### src/rtl/alu_operand_stage.sv
// ID/EX operand stage: registers decode outputs and drives SrcA/SrcB/Operation into the ALU.
// Optional macro ALU_OPERAND_FWD_EN enables EX/MEM and MEM/WB forwarding plus stall-time operand re-latching.
module alu_operand_stage #(
    parameter int DATA_WIDTH     = 32,
    parameter int OPCODE_LENGTH  = 4,
    parameter int REG_ADDR_WIDTH = 5
) (
    input  logic                      clk,
    input  logic                      reset,
    input  logic                      id_valid,
    input  logic [DATA_WIDTH-1:0]     id_rd1,
    input  logic [DATA_WIDTH-1:0]     id_rd2,
    input  logic [DATA_WIDTH-1:0]     id_imm,
    input  logic [REG_ADDR_WIDTH-1:0] id_rs1,
    input  logic [REG_ADDR_WIDTH-1:0] id_rs2,
    input  logic [REG_ADDR_WIDTH-1:0] id_rd,
    input  logic                      id_alusrc,
    input  logic [OPCODE_LENGTH-1:0]  id_aluop,
    input  logic                      id_regwrite,
    input  logic                      stall,
    input  logic                      flush,
    input  logic                      exmem_regwrite,
    input  logic [REG_ADDR_WIDTH-1:0] exmem_rd,
    input  logic [DATA_WIDTH-1:0]     exmem_result,
    input  logic                      memwb_regwrite,
    input  logic [REG_ADDR_WIDTH-1:0] memwb_rd,
    input  logic [DATA_WIDTH-1:0]     memwb_result,
    output logic [DATA_WIDTH-1:0]     SrcA,
    output logic [DATA_WIDTH-1:0]     SrcB,
    output logic [OPCODE_LENGTH-1:0]  Operation,
    output logic                      ex_valid,
    output logic [REG_ADDR_WIDTH-1:0] ex_rd,
    output logic                      ex_regwrite
);

    logic                      valid_q;
    logic                      regwrite_q;
    logic [REG_ADDR_WIDTH-1:0] rd_q;
    logic [OPCODE_LENGTH-1:0]  aluop_q;
    logic [DATA_WIDTH-1:0]     rd1_q;
    logic [DATA_WIDTH-1:0]     rd2_q;
    logic [DATA_WIDTH-1:0]     imm_q;
    logic [REG_ADDR_WIDTH-1:0] rs1_q;
    logic [REG_ADDR_WIDTH-1:0] rs2_q;
    logic                      alusrc_q;

    logic [DATA_WIDTH-1:0]     fwd_a;
    logic [DATA_WIDTH-1:0]     fwd_b;
    logic [DATA_WIDTH-1:0]     stall_rd1;
    logic [DATA_WIDTH-1:0]     stall_rd2;

`ifdef ALU_OPERAND_FWD_EN
    // EX/MEM is the younger producer, so it wins over MEM/WB; x0 is hardwired zero and never forwarded.
    always_comb begin
        fwd_a = rd1_q;
        fwd_b = rd2_q;
        if (exmem_regwrite && exmem_rd != '0 && exmem_rd == rs1_q)
            fwd_a = exmem_result;
        else if (memwb_regwrite && memwb_rd != '0 && memwb_rd == rs1_q)
            fwd_a = memwb_result;
        if (exmem_regwrite && exmem_rd != '0 && exmem_rd == rs2_q)
            fwd_b = exmem_result;
        else if (memwb_regwrite && memwb_rd != '0 && memwb_rd == rs2_q)
            fwd_b = memwb_result;
    end

    // Capturing the forwarded value while stalled keeps a producer retiring from MEM/WB from being lost.
    assign stall_rd1 = fwd_a;
    assign stall_rd2 = fwd_b;
`else
    logic unused_fwd_inputs;

    assign fwd_a     = rd1_q;
    assign fwd_b     = rd2_q;
    assign stall_rd1 = rd1_q;
    assign stall_rd2 = rd2_q;
    assign unused_fwd_inputs = ^{exmem_regwrite, exmem_rd, exmem_result,
                                 memwb_regwrite, memwb_rd, memwb_result};
`endif

    always_ff @(posedge clk) begin
        if (!reset || flush) begin
            valid_q    <= 1'b0;
            regwrite_q <= 1'b0;
            rd_q       <= '0;
            aluop_q    <= '0;
            rd1_q      <= '0;
            rd2_q      <= '0;
            imm_q      <= '0;
            rs1_q      <= '0;
            rs2_q      <= '0;
            alusrc_q   <= 1'b0;
        end else if (stall) begin
            rd1_q <= stall_rd1;
            rd2_q <= stall_rd2;
        end else begin
            valid_q    <= id_valid;
            regwrite_q <= id_regwrite & id_valid;
            rd_q       <= id_rd;
            aluop_q    <= id_aluop;
            rd1_q      <= id_rd1;
            rd2_q      <= id_rd2;
            imm_q      <= id_imm;
            rs1_q      <= id_rs1;
            rs2_q      <= id_rs2;
            alusrc_q   <= id_alusrc;
        end
    end

    assign SrcA        = fwd_a;
    assign SrcB        = alusrc_q ? imm_q : fwd_b;
    assign Operation   = aluop_q;
    assign ex_valid    = valid_q;
    assign ex_rd       = rd_q;
    assign ex_regwrite = regwrite_q & valid_q;

endmodule
### config.mk
export PLATFORM = sky130hd
export DESIGN_NAME = alu_operand_stage
export DESIGN_NICKNAME = d
export VERILOG_FILES = /design/src/rtl/alu_operand_stage.sv
export SDC_FILE = /design/constraint.sdc
export NUM_CORES = 1
export LEC_CHECK = 0
export BUFFER_PORTS_ARGS = -buffer_cell sky130_fd_sc_hd__buf_2
export CORE_MARGIN = 2
export CORE_UTILIZATION = 26
export DETAILED_ROUTE_END_ITERATION = 16
export GPL_ROUTABILITY_DRIVEN = 0
export PLACE_DENSITY_LB_ADDON = 0.25
export SYNTH_ARGS = -nofsm -noshare
export SYNTH_HDL_FRONTEND = slang
export SYNTH_SLANG_ARGS = --single-unit
export TNS_END_PERCENT = 50
### constraint.sdc
create_clock -name clk -period 2.17 [get_ports clk]
set_input_delay 0.1085 -clock clk [delete_from_list [all_inputs] [get_ports clk]]
set_output_delay 0.1085 -clock clk [all_outputs]
set_load 0.01 [all_outputs]
## Word-level counts from Yosys, hierarchy flattened

Cells that the tools add are included.

| storage, ports and cells | value |
|---|---|
| register bits | 108 |
| input bits | 198 |
| logic and storage cells | 13 |

| operators by class | value |
|---|---|
| mux-type cells | 1 |
| bitwise logic cells | 2 |
| reduce and logical (&&, ||, !) cells | 2 |

Operators by type and width:

| operator | count |
|---|---|
| $mux W32 | 1 |
| $and A1 B1 Y1 | 2 |
| $logic_not A1 Y1 | 1 |
| $logic_or A1 B1 Y1 | 1 |

## Depth between registers and ports, before layout

| logic depth | value |
|---|---|
| word-level depth | 2 |
| depth in mapped cells | 5 |
| gate-level depth less buffers | 2 |

## Least setup slack after synthesis

OpenSTA, ideal clock, no wires.

| timing | value |
|---|---|
| kind | reg-to-output |
| start | register alusrc_q |
| end | output port SrcB[10] |
| data arrival time | 1.002 ns |
| required time | 2.061 ns |
| slack | 1.060 ns |
| cell stages (with the launch flop) | 4 |
| buffers on the path | 2 |
| cell sequence | dfxtp_1 buf_2 buf_2 mux2_2 |

| on the way | value |
|---|---|
| cells in the longest elaborated chain, start to end | 1 |

Ends and longest elaborated chain:

| what | RTL line | text |
|---|---|---|
| from (decl) | 45 | `logic alusrc_q;` |
| from (signal assigned) | 106 | `alusrc_q <= id_alusrc;` |
| $mux W32 | 111 | `assign SrcB = alusrc_q ? imm_q : fwd_b;` |
| to (decl) | 29 | `output logic [DATA_WIDTH-1:0] SrcB,` |

No other way between the ends.

## Final worst setup path

| timing | value |
|---|---|
| start | register alusrc_q |
| end | output port SrcB[13] |

The elaborated chain is that of the path after synthesis.

==> impl_results.md <==
* Status: complete, no violations
* Global route total overflow at 0
* Clock-pin slew on the worst setup and hold paths at 70 ps
* Hold WC Path Type: in -> reg
* CP arrival at 1830 ps
* DRT Wirelength at 11.0 mm
* Leak pwr at 3.24 nW
* TritonCTS Sinks at 108
* P&R area growth vs syn at 56.2%
* Crit-path cells: buf_4 -> mux2_2 -> buf_2
* Pins over their slew limit at 0
* Max cap viols at 0
* Antenna diodes at 0
* Post-synth ARST share at 0
* Synth top cells by count: dfxtp_1 (108), mux2i_1 (107), nor2_1 (107), mux2_2 (32), buf_4 (9)
* Top post-synthesis cells by area: dfxtp_1 (51%), mux2i_1 (25%), nor2_1 (9.6%), mux2_2 (8.6%), buf_4 (1.6%)
* Setup crit start kind: register
* Die footprint at 17200 µm²
* Mapped cell area at 4200 µm²
* Slew @ Worst Pin at 536 ps
* Yosys top cell by area: dfxtp_1
* RSZ-0062 raised after global routing: no
* CTS tree: yes
* Cts bufs inserted at 9
* Htree depth at 3
* Hold path start: id_rd1[25]
* Multi-input gate area at 1870 µm²
* Top_reg_cell synth: dfxtp_1
* Syn avg cell area at 10.9 µm²
* Sw frac at 0.226
* Post-CTS setup buffer count at 0
* Nets at 849
* Largest net degree at the start of global routing at 61
* R2r setup slk at 1190 ps
* Clk network pwr share at 0.416
* Vias per cell at 4.24
* Avg WL per Cell at 12.7 µm
* Post-Layout Inst Area at 6560 µm²
* Starting Density at 0.265
* CP Depth at 3
* Top delay family on crit path: flip-flops
* Skew final at 0 ps
* Ports at 273
* Dpl cell area at 5320 µm²
* Layout cell share with drive strength beyond 1 at 0.369
* Crit path max fanout at 18
* Worst r2r src: alusrc_q
* Final Critical Period at 1940 ps
* Sw Pwr at 1.03 mW
* CP peak stage delay at 670 ps
* Reg power frac at 0.458
* Clk buf depth at 2
* Synth warn at 0
* Worst r2r path cells at 2
* P per Cell Area at 693 nW/µm²
* Initial antenna violation count at 0
* Fin Setup TNS at 0 ps
* Crit Reg-Reg Endpoint: alusrc_q
* Register Area at 2160 µm²
* Fin. Hold Viols at 0
* Comb power frac at 0.126
* Critical path type: reg -> out
* Synth unique cells at 13
* Cell-internal power at 3.52 mW
* Setup-failing EPs final at 0
* Hold EP: SrcA[25]
* Core ar. at 15800 µm²
* Vias in the first global route at 4040
* # DRC at 0
* PortBufs at 186
* Top cell type's share of synthesized area at 0.515
* VDD IR-drop max at 458 µV
* Detailed Routing Iterations Pass 1 at 4
* First-pass GRT wire length at 18.7 mm
* DP HPWL at 7.20 mm
* Number of synthesized register bits at 108
* Syn_nets at 585
* Overall Global Routing Usage at 0.132
* Synthesized instance count at 387
* Buf/Inv on CP at 2
* Fillers at 1542
* FMAX at 517 MHz
* Worst Path Required at 2060 ps
* Critical path's slowest cell: dfxtp_2
* Worst skew pair latency at 340 ps
* Die Ht at 131 µm
* Via count at 3696
* EDFF count, synth at 0
* Endpoint type of the worst setup path: output pin
* Site row count at 46
* DRT antenna net count at 0
* Max_slew headroom at 0.642
* Hold path depth at 3
* Drt first-iter violations at 77
* CTS root buf: clkbuf_16
* Die width at 131 µm
* Final Cycle Share at 0.892
* Most numerous cell in the Yosys netlist: dfxtp_1
* Seq/Total Area, Yosys at 0.515
-- power groups by stage --
stage               clock network (mW)  logic, mW  registers [mW]
global placement                     0      0.440            2.12
global route                      2.05      0.630            2.09
floorplan                            0      0.265            2.13
finish                            1.89      0.575            2.08
CTS                               1.98      0.580            2.08
detailed placement                   0      0.453            2.13
-- logic make-up (layout without fill, tap and decap cells) --
family                 Yosys count  after routing  share of synthesized area
buffers and inverters           28            297                     0.0423
multiplexers                   139            139                      0.341
AND/OR/NAND/NOR                111            111                      0.101
AO/OA/AOI/OAI                    1              1                    0.00119
flip-flops                     108            108                      0.515
-- per-layer routing --
| layer | global-route usage | routed length, µm | vias to the layer above |
|---|---|---|---|
| met1 | 0.140 | 4560 | 1742 |
| met4 | 0.0640 | 280 | 0 |
| met2 | 0.245 | 5620 | 111 |
| met5 | 0 | 0 | - |
| met3 | 0.0301 | 582 | 19 |
| li1 | - | - | 1824 |
-- timing repair --
item | CTS | global route
hold endpoints to repair | 89 | 0
hold buffers | 89 | 0
gates resized for setup | 0 | 0
-- sequential cells by signal (all words and copies together), names as in the netlist --
signal / count
ex_valid: 1
imm_q: 32
SrcA: 32
regwrite_q: 1
Operation: 4
alusrc_q: 1
fwd_b: 32
ex_rd: 5
-- cell type report --
type	count	area share
Sequential cell	108	0.330
Timing Repair Buffer	281	0.291
Multi-Input combinational cell	251	0.285
Tap cell	216	0.0412
Clock buffer	9	0.0343
Clock inverter	7	0.0187
-- worst max path at each step --
stage / startpoint / end / slack (ps)
after global placement: alusrc_q / SrcB[8] / 580
final: alusrc_q / SrcB[13] / 230
after detailed placement: alusrc_q / SrcB[8] / 570
after floorplan: alusrc_q / SrcB[10] / 1060
after global routing: alusrc_q / SrcB[13] / 130
after CTS: alusrc_q / SrcB[8] / 180
-- worst min-delay path: cells and delay by family --
family	cells	cell delay [ps]
buf+inv	1	80
simple gates	1	80
mux	1	50
-- stage by stage --
stage	utilization	hold WS, ps	worst slack [ps]	power [mW]	std cells
6_report	0.415	10.9	235	4.55	872
5_1_grt	0.415	13.7	132	4.77	872
4_1_cts	0.415	0.673	185	4.64	872
3_5_place_dp	0.336	346	573	2.58	767
3_3_place_gp	0.336	338	579	2.56	767
2_1_floorplan	-	252	1060	2.39	387
-- cell usage in the layout (no fill, tap or decap) --
cell type,count
buf_2,185
dfxtp_1,107
mux2i_1,107
nor2_1,107
dlygate4sd3_1,89
mux2_2,32
clkbuf_16,9
bufinv_16,3
buf_4,3
buf_12,3
inv_6,2
clkinvlp_4,2
and2_1,1
nand2b_4,1
nand2_1,1
nand3b_1,1
a21oi_1,1
dfxtp_2,1
buf_6,1
Power figures use the tool's default switching activity.
